<file path="src/rtl/meduram_rd_arbiter_if.sv">
// -----------------------------------------------------------------------------
// meduram_rd_arbiter_if
// Bundles every bus signal of one bank read arbiter: the per-agent request
// channel, the per-agent response channel, and the read slice of one RAM bank.
//
//   req_valid  [NB_RDAGENT]             agent -> arbiter  read request
//   req_addr   [ADDR_WIDTH*NB_RDAGENT]  agent -> arbiter  read address, slice i
//   req_ready  [NB_RDAGENT]             arbiter -> agent  one-hot grant
//   rsp_valid  [NB_RDAGENT]             arbiter -> agent  one-cycle response pulse
//   rsp_data   [DATA_WIDTH*NB_RDAGENT]  arbiter -> agent  response data, slice i
//   ram_rden                            arbiter -> bank   read enable
//   ram_rdaddr [ADDR_WIDTH]             arbiter -> bank   read address
//   ram_rddata [DATA_WIDTH]             bank -> arbiter   read data
//
// modport slave  : the arbiter's view.
// modport master : the surrounding environment (read agents plus the bank),
//                  which drives requests and the bank read data.
// -----------------------------------------------------------------------------
interface meduram_rd_arbiter_if #(
   parameter int NB_RDAGENT = 4,
   parameter int ADDR_WIDTH = 8,
   parameter int DATA_WIDTH = 32
);

   logic [NB_RDAGENT-1:0]            req_valid;
   logic [ADDR_WIDTH*NB_RDAGENT-1:0] req_addr;
   logic [NB_RDAGENT-1:0]            req_ready;
   logic [NB_RDAGENT-1:0]            rsp_valid;
   logic [DATA_WIDTH*NB_RDAGENT-1:0] rsp_data;
   logic                             ram_rden;
   logic [ADDR_WIDTH-1:0]            ram_rdaddr;
   logic [DATA_WIDTH-1:0]            ram_rddata;

   modport slave (
      input  req_valid,
      input  req_addr,
      output req_ready,
      output rsp_valid,
      output rsp_data,
      output ram_rden,
      output ram_rdaddr,
      input  ram_rddata
   );

   modport master (
      output req_valid,
      output req_addr,
      input  req_ready,
      input  rsp_valid,
      input  rsp_data,
      input  ram_rden,
      input  ram_rdaddr,
      output ram_rddata
   );

endinterface

</file>
<file path="src/rtl/meduram_rd_arbiter.sv">
// -----------------------------------------------------------------------------
// meduram_rd_arbiter
// Shares the read port of one RAM bank between NB_RDAGENT read agents.
// A round-robin arbiter grants at most one request per cycle, the granted
// address goes straight to the bank in the same cycle, and a small tracking
// pipeline, as deep as the bank read latency, remembers which agent issued each
// read so the returned word is delivered to that agent only.
// One instance per bank; sustains one read per cycle.
//
// Parameters
//   NB_RDAGENT  number of read agents (>= 2)
//   ADDR_WIDTH  bank address width
//   DATA_WIDTH  bank data width
//   RD_LATENCY  cycles from ram_rden to valid ram_rddata (1 or 2)
//   The interface instance must use the same NB_RDAGENT/ADDR_WIDTH/DATA_WIDTH.
//
// Ports
//   clk  single clock
//   rst  synchronous active-high reset
//   bus  meduram_rd_arbiter_if.slave: requests, grants, responses, bank port
//
// Timing: handshake in cycle T (req_valid[i] & req_ready[i]), rsp_valid[i]
// pulses in cycle T+RD_LATENCY+1. Responses cannot be back-pressured.
// -----------------------------------------------------------------------------
module meduram_rd_arbiter #(
   parameter int NB_RDAGENT = 4,
   parameter int ADDR_WIDTH = 8,
   parameter int DATA_WIDTH = 32,
   parameter int RD_LATENCY = 1
) (
   input logic                 clk,
   input logic                 rst,
   meduram_rd_arbiter_if.slave bus
);

   localparam int PTR_W = (NB_RDAGENT > 1) ? $clog2(NB_RDAGENT) : 1;
   localparam logic [PTR_W-1:0] LAST_ID = PTR_W'(NB_RDAGENT - 1);
   localparam logic [PTR_W:0]   NB_EXT  = (PTR_W + 1)'(NB_RDAGENT);

   // Round-robin pointer: the agent searched first in the current cycle.
   logic [PTR_W-1:0] rr_ptr;

   // Arbitration results.
   logic             gnt_found;
   logic [PTR_W-1:0] gnt_id;
   logic [PTR_W:0]   cand;
   logic             hs;

   // Tracking pipeline: one entry per cycle of bank read latency.
   logic             trk_vld_p [RD_LATENCY];
   logic [PTR_W-1:0] trk_id_p  [RD_LATENCY];

   // Response registers.
   logic [NB_RDAGENT-1:0]            rsp_valid_q;
   logic [DATA_WIDTH*NB_RDAGENT-1:0] rsp_data_q;

   // ---------------------------------------------------------------------------
   // Stage: arbitration and issue (combinational, cycle T)
   // ---------------------------------------------------------------------------
   // Search rr_ptr, rr_ptr+1, ... modulo NB_RDAGENT. The candidate is kept one
   // bit wider than the pointer so the wrap works for non power-of-two counts.
   always_comb begin
      gnt_found = 1'b0;
      gnt_id    = '0;
      cand      = '0;
      for (int k = 0; k < NB_RDAGENT; k++) begin
         cand = {1'b0, rr_ptr} + (PTR_W + 1)'(k);
         if (cand >= NB_EXT) begin
            cand = cand - NB_EXT;
         end
         if (!gnt_found && bus.req_valid[cand[PTR_W-1:0]]) begin
            gnt_found = 1'b1;
            gnt_id    = cand[PTR_W-1:0];
         end
      end
   end

   // A grant always completes a handshake: ready is only raised for an agent
   // whose valid is already high. Reset masks every grant so nothing issues.
   assign hs = gnt_found && !rst;

   always_comb begin
      bus.req_ready  = '0;
      bus.ram_rden   = 1'b0;
      bus.ram_rdaddr = '0;
      if (hs) begin
         bus.req_ready[gnt_id] = 1'b1;
         bus.ram_rden          = 1'b1;
         bus.ram_rdaddr        = bus.req_addr[gnt_id*ADDR_WIDTH +: ADDR_WIDTH];
      end
   end

   // The agent after the one just served gets first priority next cycle; with
   // no handshake the pointer holds so priority is not lost while idle.
   always_ff @(posedge clk) begin
      if (rst) begin
         rr_ptr <= '0;
      end else if (hs) begin
         rr_ptr <= (gnt_id == LAST_ID) ? '0 : gnt_id + PTR_W'(1);
      end
   end

   // ---------------------------------------------------------------------------
   // Stage: tracking pipeline (_p0 .. _p[RD_LATENCY-1])
   // ---------------------------------------------------------------------------
   // Entry 0 holds the issue of cycle T during cycle T+1; the last entry lines
   // up with the cycle in which the bank presents ram_rddata for that issue.
   // Clearing it on reset is what drops reads that were in flight.
   always_ff @(posedge clk) begin
      if (rst) begin
         for (int k = 0; k < RD_LATENCY; k++) begin
            trk_vld_p[k] <= 1'b0;
            trk_id_p[k]  <= '0;
         end
      end else begin
         trk_vld_p[0] <= bus.ram_rden;
         trk_id_p[0]  <= gnt_id;
         for (int k = 1; k < RD_LATENCY; k++) begin
            trk_vld_p[k] <= trk_vld_p[k-1];
            trk_id_p[k]  <= trk_id_p[k-1];
         end
      end
   end

   // ---------------------------------------------------------------------------
   // Stage: response registers
   // ---------------------------------------------------------------------------
   // Only the slice of the agent that issued the read is updated; the other
   // slices keep their last word. rsp_valid is a single-cycle pulse.
   always_ff @(posedge clk) begin
      if (rst) begin
         rsp_valid_q <= '0;
         rsp_data_q  <= '0;
      end else begin
         rsp_valid_q <= '0;
         if (trk_vld_p[RD_LATENCY-1]) begin
            rsp_valid_q[trk_id_p[RD_LATENCY-1]] <= 1'b1;
            rsp_data_q[trk_id_p[RD_LATENCY-1]*DATA_WIDTH +: DATA_WIDTH] <= bus.ram_rddata;
         end
      end
   end

   assign bus.rsp_valid = rsp_valid_q;
   assign bus.rsp_data  = rsp_data_q;

endmodule

</file>
<file path="src/flat_wrapper.sv">
// flat-port wrapper written by rule: the top's interface ports become plain ports
module meduram_rd_arbiter_flat 
#(
   parameter int NB_RDAGENT = 4,
   parameter int ADDR_WIDTH = 8,
   parameter int DATA_WIDTH = 32,
   parameter int RD_LATENCY = 1
)
  (clk, rst, bus_req_valid, bus_req_addr, bus_req_ready, bus_rsp_valid, bus_rsp_data, bus_ram_rden, bus_ram_rdaddr, bus_ram_rddata);
  meduram_rd_arbiter_if #(.NB_RDAGENT(NB_RDAGENT), .ADDR_WIDTH(ADDR_WIDTH), .DATA_WIDTH(DATA_WIDTH)) bus_i ();
  input logic clk;
  input logic rst;
  input wire logic [$bits(bus_i.req_valid)-1:0] bus_req_valid;
  input wire logic [$bits(bus_i.req_addr)-1:0] bus_req_addr;
  output wire logic [$bits(bus_i.req_ready)-1:0] bus_req_ready;
  output wire logic [$bits(bus_i.rsp_valid)-1:0] bus_rsp_valid;
  output wire logic [$bits(bus_i.rsp_data)-1:0] bus_rsp_data;
  output wire logic [$bits(bus_i.ram_rden)-1:0] bus_ram_rden;
  output wire logic [$bits(bus_i.ram_rdaddr)-1:0] bus_ram_rdaddr;
  input wire logic [$bits(bus_i.ram_rddata)-1:0] bus_ram_rddata;
  assign bus_i.req_valid = bus_req_valid;
  assign bus_i.req_addr = bus_req_addr;
  assign bus_req_ready = bus_i.req_ready;
  assign bus_rsp_valid = bus_i.rsp_valid;
  assign bus_rsp_data = bus_i.rsp_data;
  assign bus_ram_rden = bus_i.ram_rden;
  assign bus_ram_rdaddr = bus_i.ram_rdaddr;
  assign bus_i.ram_rddata = bus_ram_rddata;
  meduram_rd_arbiter #(.NB_RDAGENT(NB_RDAGENT), .ADDR_WIDTH(ADDR_WIDTH), .DATA_WIDTH(DATA_WIDTH), .RD_LATENCY(RD_LATENCY)) u_core (.clk(clk), .rst(rst), .bus(bus_i));
endmodule
</file>
<file path="config.mk">
export PLATFORM = sky130hd
export DESIGN_NAME = meduram_rd_arbiter_flat
export DESIGN_NICKNAME = d
export VERILOG_FILES = /design/src/rtl/meduram_rd_arbiter_if.sv /design/src/rtl/meduram_rd_arbiter.sv /design/src/flat_wrapper.sv
export SDC_FILE = /design/constraint.sdc
export NUM_CORES = 1
export LEC_CHECK = 0
export ABC_AREA = 1
export CAP_MARGIN = 20
export CORE_ASPECT_RATIO = 1.75
export CORE_MARGIN = 3
export CORE_UTILIZATION = 45
export CTS_BUF_LIST = sky130_fd_sc_hd__clkbuf_8
export DETAILED_ROUTE_END_ITERATION = 10
export GPL_TIMING_DRIVEN = 0
export MAX_ROUTING_LAYER = met4
export PLACE_DENSITY_LB_ADDON = 0.12
export SLEW_MARGIN = 20
export SYNTH_ARGS = -nofsm -noshare
export SYNTH_HDL_FRONTEND = slang
export SYNTH_SLANG_ARGS = --single-unit
export TNS_END_PERCENT = 10
</file>
<file path="constraint.sdc">
create_clock -name clk -period 4.09 [get_ports clk]
set_clock_uncertainty 0.15 [all_clocks]
set_input_delay 0.6135 -clock clk [delete_from_list [all_inputs] [get_ports clk]]
set_output_delay 0.6135 -clock clk [all_outputs]
set_load 0.005 [all_outputs]
</file>
==> key figures, run 1 <==
Outcome
  – Outcome: finished clean

Global route
  – Initial antenna violation count: 0
  – First-pass GRT wire length: 30590 um
  – Number of global-route vias before repair: 6158
  – GRT Resource Usage Total: 27.58%
  – Largest net degree at the start of global routing: 17
  – Gr ovfl total: 0

Clock network
  – Clk root buf: clkbuf_8
  – CTS Buffer Depth: 2
  – H-tree lvl count: 4
  – TritonCTS clock tree: built
  – Post-CTS Resized: 0
  – Reg clk slew, reported paths: 70 ps
  – Clock Latency Late Sink: 440 ps
  – Number of buffers created by CTS: 17
  – Hold Buf Count CTS: 0
  – Setup repair bufs after CTS: 0
  – Clk sinks: 137

Worst setup path
  – Crit path max-delay family: buffers and inverters
  – CP required: 3330 ps
  – Critical Path Sink Type: output pin
  – Most common cell type on the critical path: nand2_1
  – Crit path kind: in2out
  – Slowest stage delay, CP: 510 ps
  – Startpoint types: input pin
  – Crit path DAT: 2940 ps
  – CP Cell Sequence: clkdlybuf4s50_1 -> inv_1 -> nand2_1 -> nand3_1 -> nand2_2 -> clkinv_1 -> nand3_2 -> buf_2 -> nand4_1 -> nand2_1 -> nand2_1 -> a21oi_2 -> clkdlybuf4s50_1
  – Critical-path top delay cell: clkdlybuf4s50_1
  – Crit-path max FO: 10
  – Crit path buf inv count: 5

Routing
  – DRT iter0 DRCs: 210
  – Drt pass-1 iters: 5
  – Drt wl/cell: 16.21 um
  – Vias: 6355
  – Via density: 5.162
  – Drt total wl: 19960 um
  – DRC: 0
  – Post-DRT Antenna Nets: 0

Layout
  – Area of the multi-input gates: 2718 um2
  – Ratio of cells with drive above 1 in the final layout: 6.585%
  – Fin nets: 1129
  – Fillers: 1155
  – Area grow syn2layout: 46.80%
  – Register area: 2743 um2
  – N_diodes: 0

Logic synthesis
  – Top_reg_cell synth: dfxtp_1
  – Number of synthesized flops with an enable pin: 0
  – Mapped Area: 5929 um2
  – Unique masters post-synth: 25
  – Post-synth top area cell: dfxtp_1
  – Commonest cells post-synth: nand2_1 (282), dfxtp_1 (137), a21oi_1 (120)
  – Register area share after synthesis: 46.25%
  – Net count of the mapped netlist: 897
  – Synth top area cells: dfxtp_1 (46%), nand2_1 (18%), a21oi_1 (10%)
  – Cells after synthesis: 819
  – Top cell type's share of synthesized area: 46.25%
  – Yosys reg bits: 137
  – Most common cell in the netlist: nand2_1
  – Async set or reset register ratio after synthesis: 0%
  – Syn Area/Cell: 7.240 um2
  – Synth warn: 0

Power and ir drop
  – Max VDD drop: 545.2 uV
  – Pwr dens: 574.8 nW/um2
  – Lkg Pwr: 3.292 nW
  – Tot Pwr: 5.004 mW

Placed design
  – GPL Wtd Cong: 0.8604
  – Setup WS pre-CTS: 390.9 ps
  – Port Buffers: 213
  – Dpl hpwl: 15710 um

STA
  – Post-route setup TNS: 0 ps
  – Fin. max-slew vios: 0
  – RSZ-0062 raised after global routing: false
  – Fin crit share: 90.58%
  – Worst Setup Slack, final: 385.5 ps
  – Final setup fails: 0
  – Final hold viol count: 0
  – Worst hold slack: 316.3 ps
  – Minimum clock period: 3705 ps
  – Max frequency: 269.9 MHz
  – Worst slew pin tran: 673.6 ps
  – Slew HR: 54.85%

Floorplanning
  – Core Rows: 54
  – Die W: 92.77 um
  – Core Area: 12700 um2
  – IO Count: 215
  – Initial Utilization: 46.68%
  – Die Y: 157.9 um
  – Die Footprint: 14640 um2

Run
  – Maxcap violations: 0

Min path
  – Hold WC Path Type: reg2reg
## kinds of logic (layout without fill, tap and decap cells)
logic type	Yosys count	in the layout	share of synthesized area, %
fa+ha+maj	8	8	1.688
flops	137	137	46.25
compound gates	138	138	12.51
buf+inv	117	361	7.913
simple gates	419	419	31.63
## per-stage QoR
| step | utilization, % | cell area [um2] | std cells |
|---|---|---|---|
| floorplan | - | 5929 | 819 |
| global placement | 65.12 | 8272 | 1200 |
| detailed placement | 65.12 | 8272 | 1200 |
| CTS | 68.53 | 8705 | 1231 |
| global route | 68.53 | 8705 | 1231 |
| finish | 68.53 | 8705 | 1231 |
## layer usage
metal	track usage, %	routed length (um)	vias to the layer above
met4	11.53	560	0
met5	-	0	-
met1	25.99	6907	2932
li1	-	-	3155
met2	52.73	11230	222
met3	6.229	1260	46
## cell type report
type / count / share of cell area [%]
multi-input combinational: 565 / 31.22
clock inverter: 14 / 2.285
inverter: 56 / 2.415
tap: 168 / 2.415
buffer: 61 / 2.975
sequential: 137 / 31.51
clock buffer: 17 / 2.688
timing repair buffer: 213 / 24.49
## where the power goes
part	switching, mW	total, mW	internal [mW]
registers	0.0680	1.49	1.43
logic	1.49	2.30	0.812
clock network	0.541	1.21	0.666
total	2.10	5.00	2.90
## cells in the final DEF, fill, tap and decap left out
cell type        netlist  routed
a21oi_1              120     120
a21oi_2                8       8
a22oi_1                8       8
a31oi_1                1       1
buf_1                  2       2
buf_12                 1       1
buf_2                  8       8
buf_4                  1       1
bufinv_16              0       4
clkbuf_1              49      49
clkbuf_8               0      17
clkdlybuf4s50_1        0     213
clkinv_1               3       3
clkinv_4               0       3
clkinvlp_4             0       3
dfxtp_1              137     137
ha_1                   8       8
inv_1                 51      52
inv_2                  2       2
inv_6                  0       3
nand2_1              282     282
nand2_2               14      14
nand3_1                9       9
nand3_2                1       1
nand3_4                2       2
nand4_1               80      80
nor2_1                26      26
nor2_4                 1       1
nor3_1                 2       2
nor3_2                 2       2
o21ai_0                1       1
## tightest hold or removal path: cells and delay by family (launching register included)
kind / cells / cell delay [ps]
flops: 1 / 310
compound gates: 1 / 50
simple gates: 1 / 60
## final timing paths
check	end	cells past startpoint	slack [ps]	from
max	bus_ram_rdaddr[5]	13	390	bus_req_valid[2]
min	u_core.bus.rsp_data[52]	2	320	u_core.bus.rsp_data[52]
max reg2reg	u_core.bus.rsp_data[49]	9	630	u_core.trk_id_p[0][0]
min reg2reg	u_core.bus.rsp_data[52]	2	320	u_core.bus.rsp_data[52]
## flip-flops by register name (all words and copies together), names as in the netlist
signal / flops
u_core.bus.rsp_valid: 4
u_core.trk_id_p: 2
u_core.rr_ptr: 2
u_core.bus.rsp_data: 128
u_core.trk_vld_p: 1
Note: power is estimated with default switching activity, not from simulation.
==> run 2: changes to the inputs <==
--- a/config.mk
+++ b/config.mk
@@ -15,6 +15,7 @@
 export GPL_TIMING_DRIVEN = 0
 export MAX_ROUTING_LAYER = met4
 export PLACE_DENSITY_LB_ADDON = 0.12
+export RECOVER_POWER = 25
 export SLEW_MARGIN = 20
 export SYNTH_ARGS = -nofsm -noshare
 export SYNTH_HDL_FRONTEND = slang
==> key figures, run 2 (synthesis results as in run 1) <==
Routing
  – DRC: 0 (unchanged)
  – Via density: 5.160 (was 5.162)
  – Post-DRT Antenna Nets: 0 (unchanged)
  – Vias: 6352 (was 6355)
  – DRT iter0 DRCs: 205 (was 210)
  – Drt total wl: 19870 um (was 19960 um)
  – Drt wl/cell: 16.14 um (was 16.21 um)
  – Drt pass-1 iters: 5 (unchanged)

Clock network
  – Setup repair bufs after CTS: 0 (unchanged)
  – H-tree lvl count: 4 (unchanged)
  – Hold Buf Count CTS: 0 (unchanged)
  – CTS Buffer Depth: 2 (unchanged)
  – TritonCTS clock tree: built (unchanged)
  – Clock Latency Late Sink: 440 ps (about the same)
  – Clk sinks: 137 (unchanged)
  – Post-CTS Resized: 0 (unchanged)
  – Clk root buf: clkbuf_8 (unchanged)
  – Number of buffers created by CTS: 17 (unchanged)
  – Reg clk slew, reported paths: 70 ps (about the same)

STA
  – Final hold viol count: 0 (unchanged)
  – Fin. max-slew vios: 0 (unchanged)
  – Final setup fails: 0 (unchanged)
  – Fin crit share: 90.45% (was 90.58%)
  – RSZ-0062 raised after global routing: false (unchanged)
  – Worst hold slack: 313.7 ps (was 316.3 ps)
  – Minimum clock period: 3699 ps (was 3705 ps)
  – Post-route setup TNS: 0 ps (unchanged)
  – Worst slew pin tran: 675.8 ps (was 673.6 ps)
  – Slew HR: 54.70% (was 54.85%)
  – Max frequency: 270.3 MHz (was 269.9 MHz)

Placed design
  – DP Area: 8272 um2 (unchanged)
  – Port Buffers: 213 (unchanged)
  – GPL Wtd Cong: 0.8604 (unchanged)
  – Dpl hpwl: 15710 um (unchanged)

Floorplanning
  – Die W: 92.77 um (unchanged)
  – Initial Utilization: 46.68% (unchanged)
  – IO Count: 215 (unchanged)
  – Die Y: 157.9 um (unchanged)
  – Core Area: 12700 um2 (unchanged)
  – Die Footprint: 14640 um2 (unchanged)
  – Core Rows: 54 (unchanged)

Layout
  – Register area: 2743 um2 (unchanged)
  – Area of the multi-input gates: 2718 um2 (unchanged)
  – Fin nets: 1129 (unchanged)
  – Fin area: 8705 um2 (unchanged)
  – Fillers: 1155 (unchanged)
  – Ratio of cells with drive above 1 in the final layout: 6.585% (unchanged)
  – Max reg flops: 128 (unchanged)
  – Commonest cells after routing, fill and taps aside: nand2_1 (282), clkdlybuf4s50_1 (147), dfxtp_1 (137) (was nand2_1 (282), clkdlybuf4s50_1 (213), dfxtp_1 (137))
  – Area grow syn2layout: 46.80% (unchanged)
  – N_diodes: 0 (unchanged)
  – Commonest non-fill, non-tap cell in the layout: nand2_1 (unchanged)

Outcome
  – Outcome: finished clean (unchanged)

Worst setup path
  – Startpoint types: input pin (unchanged)
  – Slowest stage delay, CP: 520 ps (was 510 ps)
  – Crit path buf inv count: 5 (unchanged)
  – Crit path kind: in2out (unchanged)
  – Crit-path max FO: 10 (unchanged)
  – CP required: 3330 ps (about the same)
  – Crit path max-delay family: buffers and inverters (unchanged)
  – Critical-path top delay cell: clkdlybuf4s50_1 (unchanged)
  – CP Cell Sequence: clkdlybuf4s50_1 -> inv_1 -> nand2_1 -> nand3_1 -> nand2_2 -> clkinv_1 -> nand2_1 -> nand2_2 -> nand3_4 -> buf_12 -> nand2_2 -> nand2_1 -> nand2_1 -> a21oi_2 -> clkdlybuf4s50_1 (was clkdlybuf4s50_1 -> inv_1 -> nand2_1 -> nand3_1 -> nand2_2 -> clkinv_1 -> nand3_2 -> buf_2 -> nand4_1 -> nand2_1 -> nand2_1 -> a21oi_2 -> clkdlybuf4s50_1)
  – Critical Path Sink Type: output pin (unchanged)
  – Crit path DAT: 2940 ps (about the same)
  – Most common cell type on the critical path: nand2_1 (unchanged)

Global route
  – Initial antenna violation count: 0 (unchanged)
  – First-pass GRT wire length: 30590 um (unchanged)
  – Largest net degree at the start of global routing: 17 (unchanged)
  – Number of global-route vias before repair: 6158 (unchanged)
  – GRT Resource Usage Total: 27.58% (unchanged)
  – Gr ovfl total: 0 (unchanged)

Power and ir drop
  – Max VDD drop: 547.0 uV (was 545.2 uV)
  – Lkg Pwr: 3.523 nW (was 3.292 nW)
  – Pwr dens: 572.7 nW/um2 (was 574.8 nW/um2)

Run
  – Maxcap violations: 0 (unchanged)

Min path
  – Hold WC Path Type: reg2reg (unchanged)
run 2: changes by cell type in the layout (fill, tap and decap cells not counted), sizes merged:
cell	delta
dlygate4sd3	+66
clkdlybuf4s50	-66
run 2: area by class of cell:
class | count | area share [%]
buffer | 61 | 2.975
clock inverter | 14 | 2.285
clock buffer | 17 | 2.688
multi-input combinational | 565 | 31.22
timing repair buffer | 213 | 24.49
inverter | 56 | 2.415
sequential | 137 | 31.51
tap | 168 | 2.415
run 2: worst reg2reg max path, delay by kind of cell, from the launching register on:
family	cells	cell delay [ps]
and+or+nand+nor	2	740
buffers and inverters	5	1690
adders and majority gates	1	290
DFF	1	390
AOI/OAI and AO/OA	1	130
run 2: final timing paths:
kind | from | to | slack (ps) | cells after the start
worst min-delay path | u_core.bus.rsp_data[1] | u_core.bus.rsp_data[1] | 310 | 2
worst min register to register | u_core.bus.rsp_data[1] | u_core.bus.rsp_data[1] | 310 | 2
worst max register to register | u_core.trk_id_p[0][0] | u_core.bus.rsp_data[49] | 620 | 9
worst max-delay path | bus_req_valid[2] | bus_ram_rdaddr[0] | 390 | 15
run 2: per-layer routing:
layer  track usage [%]  share of wire (%)  vias to the layer above
met4             11.53                2.8                        0
met5                 -                  0                        -
met3             6.229                6.3                       45
li1                  -                  -                     3167
met2             52.73                 56                      228
met1             25.99                 34                     2912
run 2: metrics by stage:
stage | std cells | power [mW] | utilization (%) | setup WS [ps]
after global placement | 1200 | 3.795 | 65.12 | 413.8
after CTS | 1231 | 5.025 | 68.53 | 386.4
after floorplan | 819 | 2.943 | - | 1601
after detailed placement | 1200 | 3.810 | 65.12 | 390.9
final | 1231 | 4.985 | 68.53 | 390.7
after global routing | 1231 | 5.285 | 68.53 | 226.2
run 2: power breakdown:
| group | switching [mW] | internal [mW] | leakage (nW) |
|---|---|---|---|
| Clock | 0.541 | 0.666 | 0.210 |
| Sequential | 0.0666 | 1.43 | 1.11 |
| Combinational | 1.49 | 0.799 | 2.21 |
==> patch 1 (settings of run 2) <==
`ADDR_WIDTH` is set to 8 in 3 places; all go to 7.
--- a/src/rtl/meduram_rd_arbiter_if.sv
+++ b/src/rtl/meduram_rd_arbiter_if.sv
@@ -19,5 +19,5 @@
 interface meduram_rd_arbiter_if #(
    parameter int NB_RDAGENT = 4,
-   parameter int ADDR_WIDTH = 8,
+   parameter int ADDR_WIDTH = 7,
    parameter int DATA_WIDTH = 32
 );
--- a/src/rtl/meduram_rd_arbiter.sv
+++ b/src/rtl/meduram_rd_arbiter.sv
@@ -25,5 +25,5 @@
 module meduram_rd_arbiter #(
    parameter int NB_RDAGENT = 4,
-   parameter int ADDR_WIDTH = 8,
+   parameter int ADDR_WIDTH = 7,
    parameter int DATA_WIDTH = 32,
    parameter int RD_LATENCY = 1
--- a/src/flat_wrapper.sv
+++ b/src/flat_wrapper.sv
@@ -3,5 +3,5 @@
 #(
    parameter int NB_RDAGENT = 4,
-   parameter int ADDR_WIDTH = 8,
+   parameter int ADDR_WIDTH = 7,
    parameter int DATA_WIDTH = 32,
    parameter int RD_LATENCY = 1
Interface: changed (resized bus_ram_rdaddr and bus_req_addr); port bits go from 215 to 210. No check against the original RTL was run, so the function may have changed too.
==> patch 1 against run 2 <==
- first-iteration DRC count up 61%
- sequential cell count unchanged
- count of clock-buffer cells in the layout up 3
- worst setup slack worse by 69 ps
- synthesized area down 1.9%
- power down 9.3%
- routed wire length down 2.7%
- maximum frequency down 1.8%
- cell area down 1.7%
- non-clock buffer count down 12
==> patch 1: results (changes against run 2) <==
| Metric | Value |
|---|---|
| Outcome | `finished clean` |
| DRT Pass-1 Iters | `6 (+1)` |
| RR Endpoint | `u_core.bus.rsp_data[87]` |
| First DRT Iteration DRCs | `330 (+61%)` |
| Met1 Use GR | `26.48% (+0.49 points)` |
| Worst Path Arrival | `3000 ps (+60 ps)` |
| Avg Cell Area, Syn | `7.236 µm² (about the same)` |
| Routed wire per std cell | `15.96 µm (-1.1%)` |
| Leak | `0.003499 µW (-0.70%)` |
| Setup WS pre-CTS | `334.1 ps (-56.79 ps)` |
| R2R cell count | `10 (+1)` |
| Hpwl dp | `15.06 mm (-4.2%)` |
| Met2 WL | `10.46 mm (-6.6%)` |
| Worst hold slack | `313.9 ps (+0.2510 ps)` |
| Final worst path period share | `92.13% (+1.7 points)` |
| First-pass GRT wire length | `30.64 mm (+0.16%)` |
| Peak supply drop | `0.0004009 V (-27%)` |
| Met3 usage | `6.205% (-0.024 points)` |
| Top post-synthesis cells by area | `dfxtp_1 47%, nand2_1 16%, a21oi_1 9.9%, inv_1 4.5%, nand4_1 3.5%` |
| Internal | `2800 µW (-3.1%)` |
| Drt total wl | `19.34 mm (-2.7%)` |
| Seq/Total Area, Yosys | `47.14% (+0.89 points)` |
| Placed Cells | `1180 (-1.7%)` |
| Vias in the first global route | `6174 (+0.26%)` |
| IO buf count | `208 (-2.3%)` |
| Hold Path Sink | `u_core.bus.rsp_data[22]` |
| Tot GR Track Use | `27.93% (+0.36 points)` |
| Met1 wire length | `6.865 mm (+0.29%)` |
| Final nets | `1109 (-1.8%)` |
| Post-synthesis net count | `882 (-1.7%)` |
| Leading cell types by count after synthesis | `245 x nand2_1, 137 x dfxtp_1, 115 x a21oi_1` |
| Routed wl met3 | `1.108 mm (-12%)` |
| Filler cell count | `1180 (+2.2%)` |
| HP Start | `u_core.bus.rsp_data[22]` |
| Distinct cells, synth | `24 (-4.0%)` |
| CP endpoint | `bus_req_ready[3]` |
| Crit-path max FO | `11 (+1)` |
| Dpl cell area | `8110 µm² (-2.0%)` |
patch 1: cell count changes after synthesis, moves of 8 or more:
cell,run 2,this run
nand3_1,9,36
a21oi_2,8,0
nand3b_1,0,8
inv_1,51,69
nor2_1,26,43
a22oi_1,8,22
nand2_1,282,245
nand4_1,80,33
patch 1: cells by family (layout without fill, tap and decap cells):
group,after synthesis,in the layout,synth area share [%]
fa+ha+maj,12,12,2.581
simple gates,385,385,28.54
buf+inv,130,370,8.688
flops,137,137,47.14
compound gates,140,140,13.05
patch 1: power groups by stage:
stage	Combinational, µW	Sequential (µW)	Clock, µW
finish	1780	1500	1240
global route	1980	1510	1300
CTS	1800	1500	1250
detailed placement	1790	1530	0
global placement	1770	1530	0
floorplan	1060	1520	0
patch 1: cell type report:
type	count	area share, %
Sequential cell	137	32.05
Multi-Input combinational cell	537	30.03
Timing Repair Buffer	208	24.33
Inverter	76	3.334
Clock buffer	20	3.217
Buffer	54	2.559
Tap cell	168	2.457
Clock inverter	12	2.018
==> patch 2 (flow settings as in run 2) <==
Without the edit above. Reset style: asynchronous (`rst`), changed in 3 clocked blocks. Comments in the files are not updated.
--- a/src/rtl/meduram_rd_arbiter.sv
+++ b/src/rtl/meduram_rd_arbiter.sv
@@ -93,5 +93,5 @@
    // The agent after the one just served gets first priority next cycle; with
    // no handshake the pointer holds so priority is not lost while idle.
-   always_ff @(posedge clk) begin
+   always_ff @(posedge clk or posedge rst) begin
       if (rst) begin
          rr_ptr <= '0;
@@ -107,5 +107,5 @@
    // up with the cycle in which the bank presents ram_rddata for that issue.
    // Clearing it on reset is what drops reads that were in flight.
-   always_ff @(posedge clk) begin
+   always_ff @(posedge clk or posedge rst) begin
       if (rst) begin
          for (int k = 0; k < RD_LATENCY; k++) begin
@@ -128,5 +128,5 @@
    // Only the slice of the agent that issued the read is updated; the other
    // slices keep their last word. rsp_valid is a single-cycle pulse.
-   always_ff @(posedge clk) begin
+   always_ff @(posedge clk or posedge rst) begin
       if (rst) begin
          rsp_valid_q <= '0;
Function: differs if rst is asserted again (counterexample within 4 cycles, from zero or initial values and one cycle with rst high); with rst held inactive, the same outputs for 4 cycles.
==> patch 2 against run 2 <==
- routed wire length fell by 7.2%
- synthesized area rose by 2.2%
- clock power rose by 5%
- power rose by 26%
- worst setup slack got worse by 50 ps
- sequential cell count did not move
- core utilization fell by 0.25 points
- cell area rose by 2.6%
==> patch 2: results (changes against run 2) <==
| Metric | Value |
|---|---|
| Clock group | `1270 µW (+5%)` |
| Hpwl dp | `14.15 mm (-9.9%)` |
| Slowest stage delay, CP | `520 ps (about the same)` |
| Clk_lat worst skew | `420 ps (-20 ps)` |
| Slew @ Worst Pin | `1301 ps (+625.3 ps)` |
| First DRT Iteration DRCs | `351 (+71%)` |
| Met2 Use GR | `46.07% (-6.7 points)` |
| Setup WS pre-CTS | `372.7 ps (-18.16 ps)` |
| Max Used Layer | `met4` |
| Avg Cell Area, Syn | `8.797 µm² (+22%)` |
| Final nets | `1005 (-11%)` |
| Filler cell count | `1085 (-6.1%)` |
| Switching fraction of total power | `38.37% (-3.7 points)` |
| Dpl cell area | `8508 µm² (+2.9%)` |
| First-pass GRT wire length | `29.80 mm (-2.6%)` |
| Area of the multi-input gates | `2125 µm² (-22%)` |
| Compound-gate portion of the synthesized area | `12.88% (+0.37 points)` |
| Tot GR Track Use | `26.09% (-1.5 points)` |
| Core area | `13080 µm² (+2.9%)` |
| Layout cells sized above 1 | `7.356% (+0.77 points)` |
| Peak supply drop | `0.0006362 V (+16%)` |
| Seq/Total Area, Yosys | `56.56% (+10 points)` |
| Sequential power share | `31.5% (+1.6 points)` |
| Inverter count | `92 (+64%)` |
| Crit-path max FO | `11 (+1)` |
| IO buf count | `214 (+0.47%)` |
| Async SR Flop Fraction | `100.0% (+100 points)` |
| Plain + repair buffers | `253 (-7.7%)` |
| Sequential cell area share | `38.40% (+6.9 points)` |
| Met3 usage | `5.154% (-1.1 points)` |
| Placer congestion estimate | `0.8737 (+1.5%)` |
| Met1 Use GR | `27.90% (+1.9 points)` |
| #MultiIn Comb | `425 (-25%)` |
| Outcome | `finished clean` |
| Routed wire per std cell | `16.63 µm (+3.0%)` |
| Signal buf overhead | `26.26% (-1.2 points)` |
| Clock network share of area | `5.130% (+0.16 points)` |
| Post-synthesis net count | `768 (-14%)` |
| Leak | `0.004186 µW (+19%)` |
| Pwr dens | `706.1 nW/µm² (+23%)` |
| Leading cell types by count after synthesis | `201 x nand2_1, 137 x dfrtp_1, 99 x o21ai_0` |
| Adder-Cell Fraction of Synth Area | `1.858% (+0.17 points)` |
| Vias/cell | `5.127 (-0.64%)` |
| Worst Path Arrival | `2990 ps (+50 ps)` |
| Met2 WL | `9.982 mm (-11%)` |
| Met1 wire length | `6.716 mm (-1.9%)` |
| Top post-synthesis cells by area | `dfrtp_1 57%, nand2_1 12%, o21ai_0 8.2%, inv_1 5.5%, o31ai_1 4.0%` |
| Distinct cells, synth | `23 (-8.0%)` |
| Vias in the first global route | `5942 (-3.5%)` |
| Routed wl met3 | `1.066 mm (-15%)` |
| Placed Cells | `1078 (-10%)` |
| Pwr Total | `6304 µW (+26%)` |
| Largest net degree at the start of global routing | `37 (+20)` |
-- patch 2: cell count changes in the layout (fill, tap and decap cells not counted), sizes merged, moves of 20 or more --
cell           delta
dfrtp           +137
dfxtp           -137
a21oi           -120
o21ai            +99
nand2            -75
clkdlybuf4s50    +66
dlygate4sd3      -65
nand4            -62
inv              +36
o31ai            +32
nor2             -20
-- patch 2: path summary, 6_finish.rpt --
check / startpoint / to / slack (ps) / cells after the start
worst max register to register: u_core.trk_id_p[0] / u_core.bus.rsp_data[48] / 1590 / 8
worst min-delay path: u_core.bus.rsp_data[101] / u_core.bus.rsp_data[101] / 340 / 2
worst min register to register: u_core.bus.rsp_data[101] / u_core.bus.rsp_data[101] / 340 / 2
min in group asynchronous: rst / u_core.bus.rsp_data[22] / 470 / 2
worst max-delay path: bus_req_valid[3] / bus_req_ready[1] / 340 / 14
max in group asynchronous: rst / u_core.bus.rsp_data[73] / 910 / 5
